`src/rtl/fp_mult_ctrl_if.sv`:
```
// Operand/result handshake bundle for fp_mult_ctrl.
// The master drives operands and result acceptance; the slave is the controller.
interface fp_mult_ctrl_if;
    logic        in_valid;
    logic        in_ready;
    logic [31:0] a;
    logic [31:0] b;
    logic        out_valid;
    logic        out_ready;
    logic [31:0] result;
    logic        busy;

    modport master (
        output in_valid, a, b, out_ready,
        input  in_ready, out_valid, result, busy
    );

    modport slave (
        input  in_valid, a, b, out_ready,
        output in_ready, out_valid, result, busy
    );
endinterface

```
`src/rtl/fp_mult_ctrl.sv`:
```
// Multi-cycle IEEE-754 single-precision multiplier using a STEP-bit shift-add significand multiplier.
// Define FP_MULT_ROUND_EN for round-to-nearest-even; otherwise the product is truncated.
module fp_mult_ctrl #(
    parameter int STEP = 1
) (
    input  logic          clk,
    input  logic          rst_n,
    fp_mult_ctrl_if.slave bus
);

    localparam int         N_STEPS   = 24 / STEP;
    localparam logic [4:0] LAST_STEP = 5'(N_STEPS - 1);
    localparam int         PW        = 25 + STEP;
    localparam logic [31:0] QNAN     = 32'h7FC0_0000;

    typedef enum logic [2:0] {IDLE, UNPACK, MUL, NORM, DONE} state_t;

    state_t            state_q, state_d;
    logic [31:0]       a_q, a_d, b_q, b_d;
    logic              sign_q, sign_d;
    logic [23:0]       sig_a_q, sig_a_d;
    logic [23:0]       mplr_q, mplr_d;
    logic [47:0]       acc_q, acc_d;
    logic [4:0]        cnt_q, cnt_d;
    logic signed [9:0] exp_q, exp_d;
    logic [31:0]       result_q, result_d;

    logic sign_ab;
    logic a_zero, b_zero, a_inf, b_inf, a_nan, b_nan;

    assign sign_ab = a_q[31] ^ b_q[31];
    assign a_zero  = (a_q[30:23] == 8'h00);
    assign b_zero  = (b_q[30:23] == 8'h00);
    assign a_inf   = (a_q[30:23] == 8'hFF) && (a_q[22:0] == 23'h0);
    assign b_inf   = (b_q[30:23] == 8'hFF) && (b_q[22:0] == 23'h0);
    assign a_nan   = (a_q[30:23] == 8'hFF) && (a_q[22:0] != 23'h0);
    assign b_nan   = (b_q[30:23] == 8'hFF) && (b_q[22:0] != 23'h0);

    // One shift-add step: add multiplicand * low STEP multiplier bits to the upper half, then shift right.
    logic [PW-1:0] upper_sum;
    assign upper_sum = PW'(acc_q[47:24]) + PW'(sig_a_q) * PW'(mplr_q[STEP-1:0]);

    logic [22:0]       frac_n;
    logic signed [9:0] exp_n;
    logic [31:0]       norm_result;
`ifdef FP_MULT_ROUND_EN
    logic        guard_bit, sticky_bit, round_carry;
    logic [22:0] frac_r;
`else
    logic discard_unused;
    assign discard_unused = ^acc_q[22:0];
`endif

    always_comb begin
        frac_n = acc_q[47] ? acc_q[46:24] : acc_q[45:23];
        exp_n  = acc_q[47] ? exp_q + 10'sd1 : exp_q;
`ifdef FP_MULT_ROUND_EN
        guard_bit  = acc_q[47] ? acc_q[23] : acc_q[22];
        sticky_bit = acc_q[47] ? |acc_q[22:0] : |acc_q[21:0];
        {round_carry, frac_r} = {1'b0, frac_n} + 24'(guard_bit & (sticky_bit | frac_n[0]));
        // A carry out means the significand became 2.0: fraction is already zero, bump the exponent.
        if (round_carry) exp_n = exp_n + 10'sd1;
        frac_n = frac_r;
`endif
        if (exp_n >= 10'sd255)    norm_result = {sign_q, 31'h7F80_0000};
        else if (exp_n <= 10'sd0) norm_result = {sign_q, 31'h0};
        else                      norm_result = {sign_q, exp_n[7:0], frac_n};
    end

    // NOTE: every next-state variable gets a default first so no path can infer a latch.
    always_comb begin
        state_d  = state_q;
        a_d      = a_q;
        b_d      = b_q;
        sign_d   = sign_q;
        sig_a_d  = sig_a_q;
        mplr_d   = mplr_q;
        acc_d    = acc_q;
        cnt_d    = cnt_q;
        exp_d    = exp_q;
        result_d = result_q;
        case (state_q)
            IDLE: begin
                if (bus.in_valid) begin
                    a_d     = bus.a;
                    b_d     = bus.b;
                    state_d = UNPACK;
                end
            end
            UNPACK: begin
                sign_d  = sign_ab;
                sig_a_d = {1'b1, a_q[22:0]};
                mplr_d  = {1'b1, b_q[22:0]};
                acc_d   = '0;
                cnt_d   = '0;
                exp_d   = $signed({2'b00, a_q[30:23]}) + $signed({2'b00, b_q[30:23]}) - 10'sd127;
                if (a_nan || b_nan || (a_inf && b_zero) || (b_inf && a_zero)) begin
                    result_d = QNAN;
                    state_d  = DONE;
                end else if (a_inf || b_inf) begin
                    result_d = {sign_ab, 31'h7F80_0000};
                    state_d  = DONE;
                end else if (a_zero || b_zero) begin
                    result_d = {sign_ab, 31'h0};
                    state_d  = DONE;
                end else begin
                    state_d = MUL;
                end
            end
            MUL: begin
                acc_d  = 48'({upper_sum, acc_q[23:0]} >> STEP);
                mplr_d = mplr_q >> STEP;
                cnt_d  = cnt_q + 5'd1;
                if (cnt_q == LAST_STEP) state_d = NORM;
            end
            NORM: begin
                result_d = norm_result;
                state_d  = DONE;
            end
            DONE: begin
                if (bus.out_ready) state_d = IDLE;
            end
            default: state_d = IDLE;
        endcase
    end

    // NOTE: non-blocking assignments so every register samples pre-edge values regardless of order.
    always_ff @(posedge clk or negedge rst_n) begin
        if (!rst_n) begin
            state_q  <= IDLE;
            a_q      <= '0;
            b_q      <= '0;
            sign_q   <= 1'b0;
            sig_a_q  <= '0;
            mplr_q   <= '0;
            acc_q    <= '0;
            cnt_q    <= '0;
            exp_q    <= '0;
            result_q <= '0;
        end else begin
            state_q  <= state_d;
            a_q      <= a_d;
            b_q      <= b_d;
            sign_q   <= sign_d;
            sig_a_q  <= sig_a_d;
            mplr_q   <= mplr_d;
            acc_q    <= acc_d;
            cnt_q    <= cnt_d;
            exp_q    <= exp_d;
            result_q <= result_d;
        end
    end

    assign bus.in_ready  = (state_q == IDLE);
    assign bus.out_valid = (state_q == DONE);
    assign bus.busy      = (state_q != IDLE);
    assign bus.result    = result_q;

endmodule

```
`src/flat_wrapper.sv`:
```
// flat-port wrapper written by rule: the top's interface ports become plain ports
module fp_mult_ctrl_flat 
#(
    parameter int STEP = 1
)
  (clk, rst_n, bus_in_valid, bus_a, bus_b, bus_out_ready, bus_in_ready, bus_out_valid, bus_result, bus_busy);
  fp_mult_ctrl_if bus_i ();
  input  logic clk;
  input  logic rst_n;
  input wire logic [$bits(bus_i.in_valid)-1:0] bus_in_valid;
  input wire logic [$bits(bus_i.a)-1:0] bus_a;
  input wire logic [$bits(bus_i.b)-1:0] bus_b;
  input wire logic [$bits(bus_i.out_ready)-1:0] bus_out_ready;
  output wire logic [$bits(bus_i.in_ready)-1:0] bus_in_ready;
  output wire logic [$bits(bus_i.out_valid)-1:0] bus_out_valid;
  output wire logic [$bits(bus_i.result)-1:0] bus_result;
  output wire logic [$bits(bus_i.busy)-1:0] bus_busy;
  assign bus_i.in_valid = bus_in_valid;
  assign bus_i.a = bus_a;
  assign bus_i.b = bus_b;
  assign bus_i.out_ready = bus_out_ready;
  assign bus_in_ready = bus_i.in_ready;
  assign bus_out_valid = bus_i.out_valid;
  assign bus_result = bus_i.result;
  assign bus_busy = bus_i.busy;
  fp_mult_ctrl #(.STEP(STEP)) u_core (.clk(clk), .rst_n(rst_n), .bus(bus_i));
endmodule
```
`config.mk`:
```
export PLATFORM = sky130hd
export DESIGN_NAME = fp_mult_ctrl_flat
export DESIGN_NICKNAME = d
export VERILOG_FILES = /design/src/rtl/fp_mult_ctrl_if.sv /design/src/rtl/fp_mult_ctrl.sv /design/src/flat_wrapper.sv
export SDC_FILE = /design/constraint.sdc
export NUM_CORES = 1
export LEC_CHECK = 0
export ABC_AREA = 1
export BUFFER_PORTS_ARGS = -buffer_cell sky130_fd_sc_hd__buf_2
export CAP_MARGIN = 20
export CORE_ASPECT_RATIO = 0.75
export CORE_MARGIN = 3
export CORE_UTILIZATION = 50
export CTS_CLUSTER_SIZE = 24
export DETAILED_ROUTE_END_ITERATION = 8
export PLACE_DENSITY = 0.67
export SLEW_MARGIN = 20
export SYNTH_ARGS = -nofsm -noshare
export SYNTH_HDL_FRONTEND = slang
export SYNTH_SLANG_ARGS = --single-unit
```
`constraint.sdc`:
```
create_clock -name clk -period 3.05 [get_ports clk]
set_input_delay 0.915 -clock clk [delete_from_list [all_inputs] [get_ports clk]]
set_output_delay 0.915 -clock clk [all_outputs]
set_load 0.01 [all_outputs]
```
# ---- After elaboration in Yosys (flattened, before gate mapping)
# Index checks and enable logic that the tools add are counted.
dict set report word_totals {
  output_inout_bits 35
  wordCells 72
  inputBits 68
  reg_bits 211
}
dict set report op_classes {
  mux 18
  add_sub_neg 5
  n_reduce_logical 24
  bitwise_logic 1
  magnitude_cmp 2
  n_mul 1
  n_eq_ne 11
}
# cell count
set ops {}
lappend ops {{$mux 32} 3}
lappend ops {{$pmux 48 s2} 1}
lappend ops {{$pmux 32 s2} 1}
lappend ops {{$mux 31} 2}
lappend ops {{$pmux 24 s2} 1}
lappend ops {{$logic_not 23->1} 2}
lappend ops {{$reduce_bool 23->1} 2}
lappend ops {{$add 24x25->25} 1}
lappend ops {{$mul 24x1->25} 1}
lappend ops {{$mux 23} 1}
lappend ops {{$mux 3} 6}
lappend ops {{$eq 8x8->1 const B} 2}
lappend ops {{$logic_not 8->1} 2}
lappend ops {{$pmux 3 s5} 1}
lappend ops {{$add 10x2->10 const B} 1}
lappend ops {{$ge 10x9->1 const B} 1}
lappend ops {{$le 10x1->1 const B} 1}
lappend ops {{$mux 10} 1}
lappend ops {{$pmux 5 s2} 1}
lappend ops {{$sub 10x8->10 const B} 1}
lappend ops {{$add 8x8->9} 1}
lappend ops {{$eq 3x2->1 const B} 2}
lappend ops {{$logic_and 1x1->1} 6}
lappend ops {{$add 5x1->5 const B} 1}
lappend ops {{13 further kinds} 20}

# ---- Depth between registers and ports, before layout
# Gate-level depths: netlist of the first run.
dict set report logic_depth {
  depth_word 7
  mapped_depth 17
  depth_no_buf 15
}

# ---- Worst setup path before layout of the first run
# OpenSTA, ideal clock, no wires.
dict set report synth_timing {
  path_type {reg-to-reg}
  from {register u_core.mplr_q[0]}
  to {register u_core.acc_q[39]}
  setup_time_ns 0.123
  n_path_buf 2
  path_stages_with_launch 18
  path_slack_ns 0.709
  synth_period_minus_slack_ns 2.341
  t_required_ns 2.927
  t_arrival_ns 2.218
  cell_sequence {dfrtp_1 > clkbuf_1 > clkbuf_1 > nand2_1 > inv_1 > ha_1 > inv_1 > fa_1 > inv_1 > nand3_1 > nand2_1 > nand2_1 > nand2_1 > nand3_1 > nand2_1 > a21oi_1 > o21ai_0 > nand2_1}
}
dict set report synth_between {
  elab_chain_len 3
}
# item line_no
set synth_lines {}
lappend synth_lines {{start: declaration} fp_mult_ctrl.sv:22} ;# logic [23:0] mplr_q, mplr_d;
lappend synth_lines {{start signal: assignment} fp_mult_ctrl.sv:146} ;# mplr_q <= mplr_d;
lappend synth_lines {{$mul 24x1->25} fp_mult_ctrl.sv:41} ;# assign upper_sum = PW'(acc_q[47:24]) + PW'(sig_a_q) * PW'(mplr_q[STEP-1:0]);
lappend synth_lines {{$add 24x25->25} fp_mult_ctrl.sv:41}
lappend synth_lines {{$pmux 48 s2} fp_mult_ctrl.sv:82} ;# case (state_q)
lappend synth_lines {{end signal: assignment} fp_mult_ctrl.sv:136} ;# acc_q <= '0;
lappend synth_lines {{end signal: assignment} fp_mult_ctrl.sv:147} ;# acc_q <= acc_d;
lappend synth_lines {{end: declaration} fp_mult_ctrl.sv:23} ;# logic [47:0] acc_q, acc_d;
# No other way between the ends.
# A chain may end at the register's enable or synchronous reset.

# ---- Worst setup path in the final report of the first run
dict set report layout_timing {
  from {register u_core.mplr_q[0]}
  to {register u_core.acc_q[38]}
}
# Same word-level chain as after synthesis.

==> run metrics, run 1 <==
outcome=complete, no violations; commonest non-fill, non-tap cell in the layout=nand2_1; register area share after synthesis=0.4596; IO buf count=102; Tot GR Track Use=0.2357; largest net degree at the start of global routing=66; Ys Warns=0; crit path DAT=3.13 ns; RD Place Congestion=0.9880; Worst Path Class, Setup=flop to flop; wire length per cell=15.39 um; GRT overflow=0; Max Clock Skew=between 0.015 and 0.02 ns; Bufs and invs on worst path=3; unrepaired setup endpoints after global routing=false; Syn Nets=1376; Site Rows=44; Post-synth ARST share=1.000; Cell Area, Placed=11020 um2; maximum VDD drop=0.0003863 V; Die Ht=between 100 and 150 um; post-CTS resize count=0; max-slew violation count=0; fin crit share=0.9011; # setup viols final=0; clock root cell=clkbuf_16; Skew-Pair Late Insertion Delay=0.44 ns; worst r2r path cells=13; post-route setup slack=0.3016 ns; post-synthesis cell type count=50; final hold violations=0; die span in x=~170 um; Max H-tree Level=4; commonest non-fill, non-tap cells in the layout=nand2_1, dfrtp_1, nor2_1; final WL=25.04 mm; Peak Freq=0.3638 GHz; WP depth=13; crit start category=flop; clock sinks=188; post-synthesis cell area=about 10000 um2; Nets=1466; DP HPWL=18.54 mm; worst rel slew slack=0.5046; setup tns final=0 ns; minimum clock period=2.748 ns; Die ar.=about 22000 um2; clk slew on worst S/H paths=0.08 ns; CTS tree=yes; CTS Buf Count=17; DRT iter0 DRCs=745; Finished Cell Area=about 12000 um2; DRC Markers=0; min-delay worst type=input port to async pin; initial antenna violation count=0; critical path's top delay family=compound AO/OA/AOI/OAI gates; reg-to-reg slack, setup=0.30 ns; CP max stage delay=between 0.8 and 0.9 ns; Worst R2R Start=u_core.mplr_q[0]$_DFFE_PN0P_; Synth Instances=around 1300; vias after detailed routing=8630; Post-DRT Antenna Nets=0; Synth Flop Type=dfrtp_1; Worst-Margin Slew=0.7431 ns; Post CTS Setup Buffer Count=0; crit-path most repeated cell=nand2_1; post-DR vias/cell=between 5 and 6; total power=12.05 mW; pre-CTS WS=0.3472 ns; Core Box Area=19710 um2; CP max stage cell=dfrtp_1; io pins=103; EDFF count, synth=0; CP max FO=22; Reg-to-Reg End=u_core.acc_q[38]$_DFFE_PN0P_; Initial Utilization=0.5194; vias in the first global route=8040; Setup crit start=u_core.mplr_q[0]$_DFFE_PN0P_; hold_buf cts=0; diodes inserted=0; layout cell share with drive strength beyond 1=0.1579; Max Root-Sink Buffers=2; first-pass GRT wire length=41.66 mm; syn avg cell area=roughly 8.1 um2; PwrDens=1036 nW/um2; DR pass1 iterations=6; crit path cell chain=buf_4, nand2_1, inv_1, ha_1, a21oi_1, o21ai_0, a21oi_1, inv_1, nand2_1, nand2_1, a21oi_1, o21ai_0, nand2_1; Worst Path Required=roughly 3.4 ns; P_leak=a little under 6 nW; P&R area growth vs syn=13.61%; max cap viols=0; Synth Register Bits=188; CP endpoint kind=flop
metal layers:
| layer | share of wire | GRT usage | vias up |
|---|---|---|---|
| li1 | - | - | 4333 |
| met1 | 0.54 | 0.3903 | 4033 |
| met2 | 0.38 | 0.3130 | 243 |
| met3 | 0.071 | 0.04846 | 21 |
| met4 | 0.0091 | 0.04825 | 0 |
| met5 | 0 | 0 | - |
cell families after synthesis:
family | synth area share
simple gates | 0.2419
compound gates | 0.1264
flops | 0.4596
buf+inv | 0.07016
mux | 0.04413
fa+ha+maj | 0.04669
xor+xnor | 0.01112
where the power goes:
| group | total, mW | switching [mW] | leakage, nW | internal [mW] |
|---|---|---|---|---|
| registers | 4.37 | 0.818 | 2.30 | 3.56 |
| clock network | 2.30 | 1.10 | 0.300 | 1.20 |
| logic | 5.38 | 3.38 | 3.28 | 2.00 |
Yosys cell counts (6+ instances only):
cell type  instances  area share
nand2_1          327        0.12
dfrtp_1          188        0.46
nor2_1           131       0.048
inv_1            130       0.048
a21oi_1           88       0.043
o21ai_0           82       0.040
nand3_1           66       0.032
ha_1              35       0.043
mux2_2            25       0.028
clkbuf_1          24      0.0088
nand4_1           22       0.013
o21ai_2           21       0.018
mux2i_1           17       0.017
buf_2             12      0.0059
o211ai_1          11      0.0081
nor3_1            10      0.0049
inv_2              8      0.0029
xor2_1             8      0.0068
o22ai_1            6      0.0037
worst max-delay path by stage:
stage / end / slack [ns]
final: u_core.acc_q[38]$_DFFE_PN0P_ / 0.30
after global routing: u_core.acc_q[39]$_DFFE_PN0P_ / 0.02
after CTS: u_core.acc_q[38]$_DFFE_PN0P_ / 0.33
after detailed placement: u_core.acc_q[38]$_DFFE_PN0P_ / 0.35
after global placement: u_core.acc_q[46]$_DFFE_PN0P_ / 0.36
after floorplan: u_core.acc_q[39]$_DFFE_PN0P_ / 0.71
state kept, by name (all words and copies together) (netlist names):
name	count
u_core.cnt_q	5
u_core.exp_q	10
u_core.sig_a_q	24
u_core.acc_q	25
u_core.b_q	32
u_core.state_q	3
u_core.a_q	32
u_core.sign_q	1
u_core.mplr_q	24
u_core.bus.result	32
cell type report:
type / instances / area (um2)
Clock buffer: 18 / 439.2
Clock inverter: 14 / 170.2
Fill cell: 1796 / 8080
Inverter: 138 / 518.0
Multi-Input combinational cell: 902 / 4821
Sequential cell: 188 / 4705
Tap cell: 253 / 316.6
Timing Repair Buffer: 114 / 659.4
through the flow:
stage,hold WS [ns],util,cells
finish,0.4613,0.5900,1627
detailed placement,0.4652,0.5591,1595
global route,0.4845,0.5900,1627
global placement,0.4569,0.5591,1595
CTS,0.4750,0.5900,1627
floorplan,0.4400,-,1271
Note: power is estimated with default switching activity, not from simulation.
==> run 2, diff against run 1 <==
REMOVE_ABC_BUFFERS = 1   (was unset)
==> run 2 against run 1 <==
Compared with the run above: via count shrank 1.2%; register-to-register slack gained 0.14 ns; clock skew shrank 0.0031 ns; core utilization grew 0.37 points; clock-buffer cell count is the same; combinational power grew 0.9%; global-route usage is essentially flat; sequential power is essentially flat; critical endpoint unchanged.
==> run metrics, run 2 (synthesis gave the netlist of run 1 again) <==
P_leak=5.914 nW (was 5.881 nW); diodes inserted=0 (unchanged); DRT met1 WL=13.31 mm (was 13.57 mm); final WL=25.12 mm (was 25.04 mm); commonest non-fill, non-tap cell in the layout=nand2_1 (unchanged); commonest non-fill, non-tap cells in the layout=nand2_1, dfrtp_1, nor2_1 (unchanged); crit start category=flop (unchanged); DRC Markers=0 (unchanged); crit path cell chain=nand2_1, inv_1, ha_1, a21oi_1, o21ai_0, a21oi_1, inv_1, nand2_1, nand2_1, o21ai_0, nand2_1 (was buf_4, nand2_1, inv_1, ha_1, a21oi_1, o21ai_0, a21oi_1, inv_1, nand2_1, nand2_1, a21oi_1, o21ai_0, nand2_1); Tot GR Track Use=0.2357 (about the same); clk slew on worst S/H paths=0.08 ns (about the same); CTS tree=yes (unchanged); vias after detailed routing=8528 (was 8630); met2 WL=10.17 mm (was 9.458 mm); GRT overflow=0 (unchanged); Max H-tree Level=4 (unchanged); DRT iter0 DRCs=741 (was 745); clock sinks=188 (unchanged); Cell Area, Placed=11090 um2 (was 11020 um2); first-pass GRT wire length=41.52 mm (was 41.66 mm); post-DR vias/cell=5.222 (was 5.304); Nets=1472 (was 1466); CP max FO=20 (was 22); # setup viols final=0 (unchanged); largest net degree at the start of global routing=71 (was 66); clock root cell=clkbuf_16 (unchanged); hold_buf cts=0 (unchanged); Max Clock Skew=0.01190 ns (was 0.01504 ns); CP endpoint kind=flop (unchanged); Post-DRT Antenna Nets=0 (unchanged); Post CTS Setup Buffer Count=0 (unchanged); Peak Freq=0.3838 GHz (was 0.3638 GHz); Die ar.=22240 um2 (unchanged); Worst Path Required=3.37 ns (was 3.43 ns); top routing layer in use=met4 (unchanged); IO buf count=102 (unchanged); max cap viols=0 (unchanged); P&R area growth vs syn=14.33% (was 13.61%); vias in the first global route=7974 (was 8040); Core Box Area=19710 um2 (unchanged); RD Place Congestion=0.9391 (was 0.9880); outcome=complete, no violations (unchanged); CTS Buf Count=17 (unchanged); Worst Path Class, Setup=flop to flop (unchanged); Site Rows=44 (unchanged); worst rel slew slack=0.5820 (was 0.5046); wire length per cell=15.38 um (was 15.39 um); Finished Cell Area=11700 um2 (was 11630 um2); Non-Filler Instances=1633 (was 1627); layout cell share with drive strength beyond 1=0.1616 (was 0.1579); setup tns final=0 ns (unchanged); CP max stage cell=dfrtp_2 (was dfrtp_1); die span in x=171.2 um (unchanged); Initial Utilization=0.5194 (unchanged); max-slew violation count=0 (unchanged); io pins=103 (unchanged); hold_ws=0.4789 ns (was 0.4613 ns); WL met3=1.416 mm (was 1.787 mm); Max Root-Sink Buffers=2 (unchanged); Die Ht=129.9 um (unchanged); crit-path most repeated cell=nand2_1 (unchanged); crit path DAT=2.92 ns (was 3.13 ns); post-layout util=0.5938 (was 0.5900); initial antenna violation count=0 (unchanged); CP max stage delay=0.56 ns (was 0.81 ns); DP HPWL=18.90 mm (was 18.54 mm); PwrDens=1033 nW/um2 (was 1036 nW/um2); minimum clock period=2.606 ns (was 2.748 ns); min-delay worst type=input port to async pin (unchanged); unrepaired setup endpoints after global routing=false (unchanged); Skew-Pair Late Insertion Delay=0.44 ns (about the same); maximum VDD drop=0.0004328 V (was 0.0003863 V); Worst-Margin Slew=0.6270 ns (was 0.7431 ns); placed insts=1601 (was 1595); DR pass1 iterations=5 (was 6); fin crit share=0.8543 (was 0.9011); final hold violations=0 (unchanged)
## run 2: changes by cell type in the layout (fill, tap and decap cells not counted)
| cell | delta |
|---|---|
| clkbuf_1 | +1 |
| clkinv_4 | -2 |
| clkinv_2 | -1 |
| clkinv_8 | +3 |
| inv_12 | +1 |
| buf_4 | +4 |
| bufinv_16 | -1 |
| dfrtp_2 | +1 |
| buf_12 | +2 |
| dfrtp_1 | -1 |
| clkbuf_8 | -1 |
## run 2: critical path, delay by kind of cell, from the launching register on
family,cells,cell delay [ns]
compound gates,4,1.00
fa+ha+maj,1,0.33
buf+inv,2,0.24
flops,1,0.56
simple gates,4,0.36
## run 2: path summary, 6_finish.rpt
check	depth (start not counted)	startpoint	slack, ns	end
max	11	u_core.mplr_q[0]$_DFFE_PN0P_	0.44	u_core.acc_q[38]$_DFFE_PN0P_
min	1	rst_n	0.48	u_core.bus.result[1]$_DFFE_PN0P_
max reg2reg	11	u_core.mplr_q[0]$_DFFE_PN0P_	0.44	u_core.acc_q[38]$_DFFE_PN0P_
min reg2reg	2	u_core.bus.result[11]$_DFFE_PN0P_	0.48	u_core.bus.result[11]$_DFFE_PN0P_
max in group asynchronous	2	rst_n	1.94	u_core.b_q[10]$_DFFE_PN0P_
min in group clk	2	u_core.bus.result[11]$_DFFE_PN0P_	0.48	u_core.bus.result[11]$_DFFE_PN0P_
## run 2: what timing repair did
action | 4_1_cts | 5_1_grt
endpoints found under the setup margin | 0 | 1
gates resized for setup | 0 | 1
hold endpoints to repair | 0 | 0
## run 2: per-layer routing
metal	GRT usage	vias to the layer above
met5	0	-
met3	0.03543	17
li1	-	4351
met1	0.3793	3930
met2	0.3333	230
met4	0.05393	0
## run 2: cell type report
cell class                      count  area [um2]
Clock buffer                       18       429.2
Clock inverter                     14       182.7
Fill cell                        1864        8006
Inverter                          138       518.0
Multi-Input combinational cell    902        4821
Sequential cell                   188        4706
Tap cell                          253       316.6
Timing Repair Buffer              120       729.5
## run 2: per-stage QoR
stage	power [mW]	setup WS (ns)
6_report	12.09	0.4444
3_3_place_gp	9.697	0.2386
3_5_place_dp	9.822	0.2954
2_1_floorplan	8.118	-0.1646
4_1_cts	12.14	0.2770
5_1_grt	13.15	0.2462
## run 2: power breakdown
| part | leakage [nW] | switching [mW] | internal (mW) |
|---|---|---|---|
| logic | 3.32 | 3.39 | 2.04 |
| clock network | 0.296 | 1.15 | 1.12 |
| registers | 2.30 | 0.832 | 3.56 |
==> run 3, diff against run 2 <==
CTS_BUF_LIST = sky130_fd_sc_hd__clkbuf_4 sky130_fd_sc_hd__clkbuf_8   (was unset)
CTS_CLUSTER_DIAMETER = 80   (was unset)
==> run 3 against run 2 <==
Compared with the run above: clock skew is 0.0051 ns higher; largest power group unchanged; critical path depth stayed put; sequential share of layout area is 0.66 points higher; flip-flop and latch count stayed put; register-to-register slack worse by 0.02 ns; first-iteration DRC count is 9.0% lower; die area stayed put; largest cell class unchanged.
==> run metrics, run 3 (synthesis gave the netlist of run 1 again) <==
CTS tree=yes (unchanged); commonest non-fill, non-tap cell in the layout=nand2_1 (unchanged); Multi-input gate area=4821 um2 (unchanged); Site Rows=44 (unchanged); io pins=103 (unchanged); DP HPWL=18.90 mm (unchanged); Max Root-Sink Buffers=2 (unchanged); wire length per cell=15.22 um (was 15.38 um); Setup crit start=u_core.mplr_q[0]$_DFFE_PN0P_ (unchanged); Post CTS Setup Buffer Count=0 (unchanged); Peak Freq=0.3815 GHz (was 0.3838 GHz); RD Place Congestion=0.9391 (unchanged); Core Box Area=19710 um2 (unchanged); commonest non-fill, non-tap cells in the layout=nand2_1, dfrtp_1, nor2_1 (unchanged); # setup viols final=0 (unchanged); Worst-Margin Slew=0.6280 ns (was 0.6270 ns); vias in the first global route=7886 (was 7974); switching pwr=5.271 mW (was 5.368 mW); hold_ws=0.4352 ns (was 0.4789 ns); layout cell share with drive strength beyond 1=0.1623 (was 0.1616); Finished Cell Area=11510 um2 (was 11700 um2); Tot GR Track Use=0.2324 (was 0.2357); PwrDens=999.6 nW/um2 (was 1033 nW/um2); max-slew violation count=0 (unchanged); CP endpoint=u_core.acc_q[38]$_DFFE_PN0P_ (unchanged); vias after detailed routing=8486 (was 8528); CP max stage cell=dfrtp_2 (unchanged); Nets=1472 (unchanged); post-DR vias/cell=5.197 (was 5.222); Worst Path Class, Setup=flop to flop (unchanged); Post-DRT Antenna Nets=0 (unchanged); fin crit share=0.8593 (was 0.8543); first-pass GRT wire length=41.01 mm (was 41.52 mm); GRT overflow=0 (unchanged); crit path cell chain=nand2_1, inv_1, ha_1, a21oi_1, o21ai_0, a21oi_1, inv_1, nand2_1, nand2_1, o21ai_0, nand2_1 (unchanged); Initial Utilization=0.5194 (unchanged); Sw Share=0.4579 (was 0.4441); crit start category=flop (unchanged); clock sinks=188 (unchanged); hold_buf cts=0 (unchanged); maximum VDD drop=0.0003767 V (was 0.0004328 V); diodes inserted=0 (unchanged); Max Clock Skew=0.01704 ns (was 0.01190 ns); outcome=complete, no violations (unchanged); reg-to-reg slack, setup=0.43 ns (was 0.44 ns); minimum clock period=2.621 ns (was 2.606 ns); clock root cell=clkbuf_8 (was clkbuf_16); placed insts=1601 (unchanged); CP max FO=20 (unchanged); CP endpoint kind=flop (unchanged); initial antenna violation count=0 (unchanged); max cap viols=0 (unchanged); Comb pwr share=0.470 (was 0.449); final hold violations=0 (unchanged); Die ar.=22240 um2 (unchanged); Skew-Pair Late Insertion Delay=0.48 ns (was 0.44 ns); Worst Path Required=3.41 ns (was 3.37 ns); crit path DAT=2.98 ns (was 2.92 ns); Bufs and invs on worst path=2 (unchanged); largest net degree at the start of global routing=71 (unchanged); IO buf count=102 (unchanged); Die Ht=129.9 um (unchanged); DRT iter0 DRCs=674 (was 741); P&R area growth vs syn=12.49% (was 14.33%); die span in x=171.2 um (unchanged); crit-path most repeated cell=nand2_1 (unchanged); CTS Buf Count=17 (unchanged); total power=11.51 mW (was 12.09 mW); unrepaired setup endpoints after global routing=false (unchanged); DRC Markers=0 (unchanged); clock share of power=0.149 (was 0.188); register share of total power=0.381 (was 0.363); min-delay worst type=input port to async pin (unchanged); Cell Area, Placed=11090 um2 (unchanged); flip-flop and latch area=4706 um2 (unchanged); worst r2r path cells=11 (unchanged); DR pass1 iterations=5 (unchanged); clk slew on worst S/H paths=0.12 ns (was 0.08 ns); P_leak=5.830 nW (was 5.914 nW); Max H-tree Level=4 (unchanged); Non-Filler Instances=1633 (unchanged); Worst R2R Start=u_core.mplr_q[0]$_DFFE_PN0P_ (unchanged); worst rel slew slack=0.5813 (was 0.5820); WP depth=11 (unchanged); filler cell count=1898 (was 1864); Reg-to-Reg End=u_core.acc_q[38]$_DFFE_PN0P_ (unchanged); CP max stage delay=0.57 ns (was 0.56 ns); critical path's top delay family=compound AO/OA/AOI/OAI gates (unchanged); Power Internal=6.240 mW (was 6.720 mW); final WL=24.86 mm (was 25.12 mm)
==> run 3: how the worst min path moves through the flow <==
| stage | start | end | slack [ns] | cells past startpoint |
|---|---|---|---|---|
| finish | rst_n | u_core.bus.result[11]$_DFFE_PN0P_ | 0.44 | 1 |
| global route | rst_n | u_core.bus.result[18]$_DFFE_PN0P_ | 0.45 | 1 |
| CTS | rst_n | u_core.bus.result[11]$_DFFE_PN0P_ | 0.43 | 1 |
| detailed placement | u_core.sign_q$_DFFE_PN0P_ | u_core.sign_q$_DFFE_PN0P_ | 0.46 | 2 |
| global placement | u_core.sign_q$_DFFE_PN0P_ | u_core.sign_q$_DFFE_PN0P_ | 0.46 | 2 |
| floorplan | u_core.sig_a_q[23]$_DFFE_PN0P_ | u_core.sig_a_q[23]$_DFFE_PN0P_ | 0.44 | 1 |
==> run 3: repair_timing <==
action                                  in CTS  in global routing
resized for setup                            0                  1
hold endpoints to repair                     0                  0
endpoints found under the setup margin       0                  1
==> run 3: layer usage <==
| layer | GRT usage | wire [um] |
|---|---|---|
| met5 | 0 | 0 |
| met3 | 0.04028 | 1454 |
| met2 | 0.3316 | 10050 |
| met4 | 0.03264 | 129 |
| met1 | 0.3763 | 13220 |
==> run 3: final cells by class <==
type	count	share of cell area
inverter	138	0.04499
tap	253	0.02749
timing repair buffer	120	0.06335
sequential	188	0.4087
multi-input combinational	902	0.4187
clock buffer	18	0.02097
clock inverter	14	0.01586
==> run 3: power by group through the flow <==
stage               Combinational [mW]  Sequential (mW)  Clock [mW]
finish                            5.41             4.38        1.72
global route                      6.19             4.52        1.88
CTS                               5.43             4.37        1.78
detailed placement                5.41             4.41           0
global placement                  5.30             4.40           0
floorplan                         3.88             4.23           0
==> run 3: worst register-to-register path: stages, from the launching register on <==
cell and delay [ns]:
dfrtp_2 0.57, nand2_1 0.12, inv_1 0.04, ha_1 0.33, a21oi_1 0.31, o21ai_0 0.17, a21oi_1 0.33, inv_1 0.19
nand2_1 0.09, nand2_1 0.08, o21ai_0 0.22, nand2_1 0.07
==> run 3: per-stage QoR <==
step | TNS (ns) | worst slack, ns | util
final | 0 | 0.4290 | 0.5842
after global routing | 0 | 0.2445 | 0.5842
after CTS | 0 | 0.2859 | 0.5842
after detailed placement | 0 | 0.2954 | 0.5627
after global placement | 0 | 0.2386 | 0.5627
after floorplan | -4.114 | -0.1646 | -
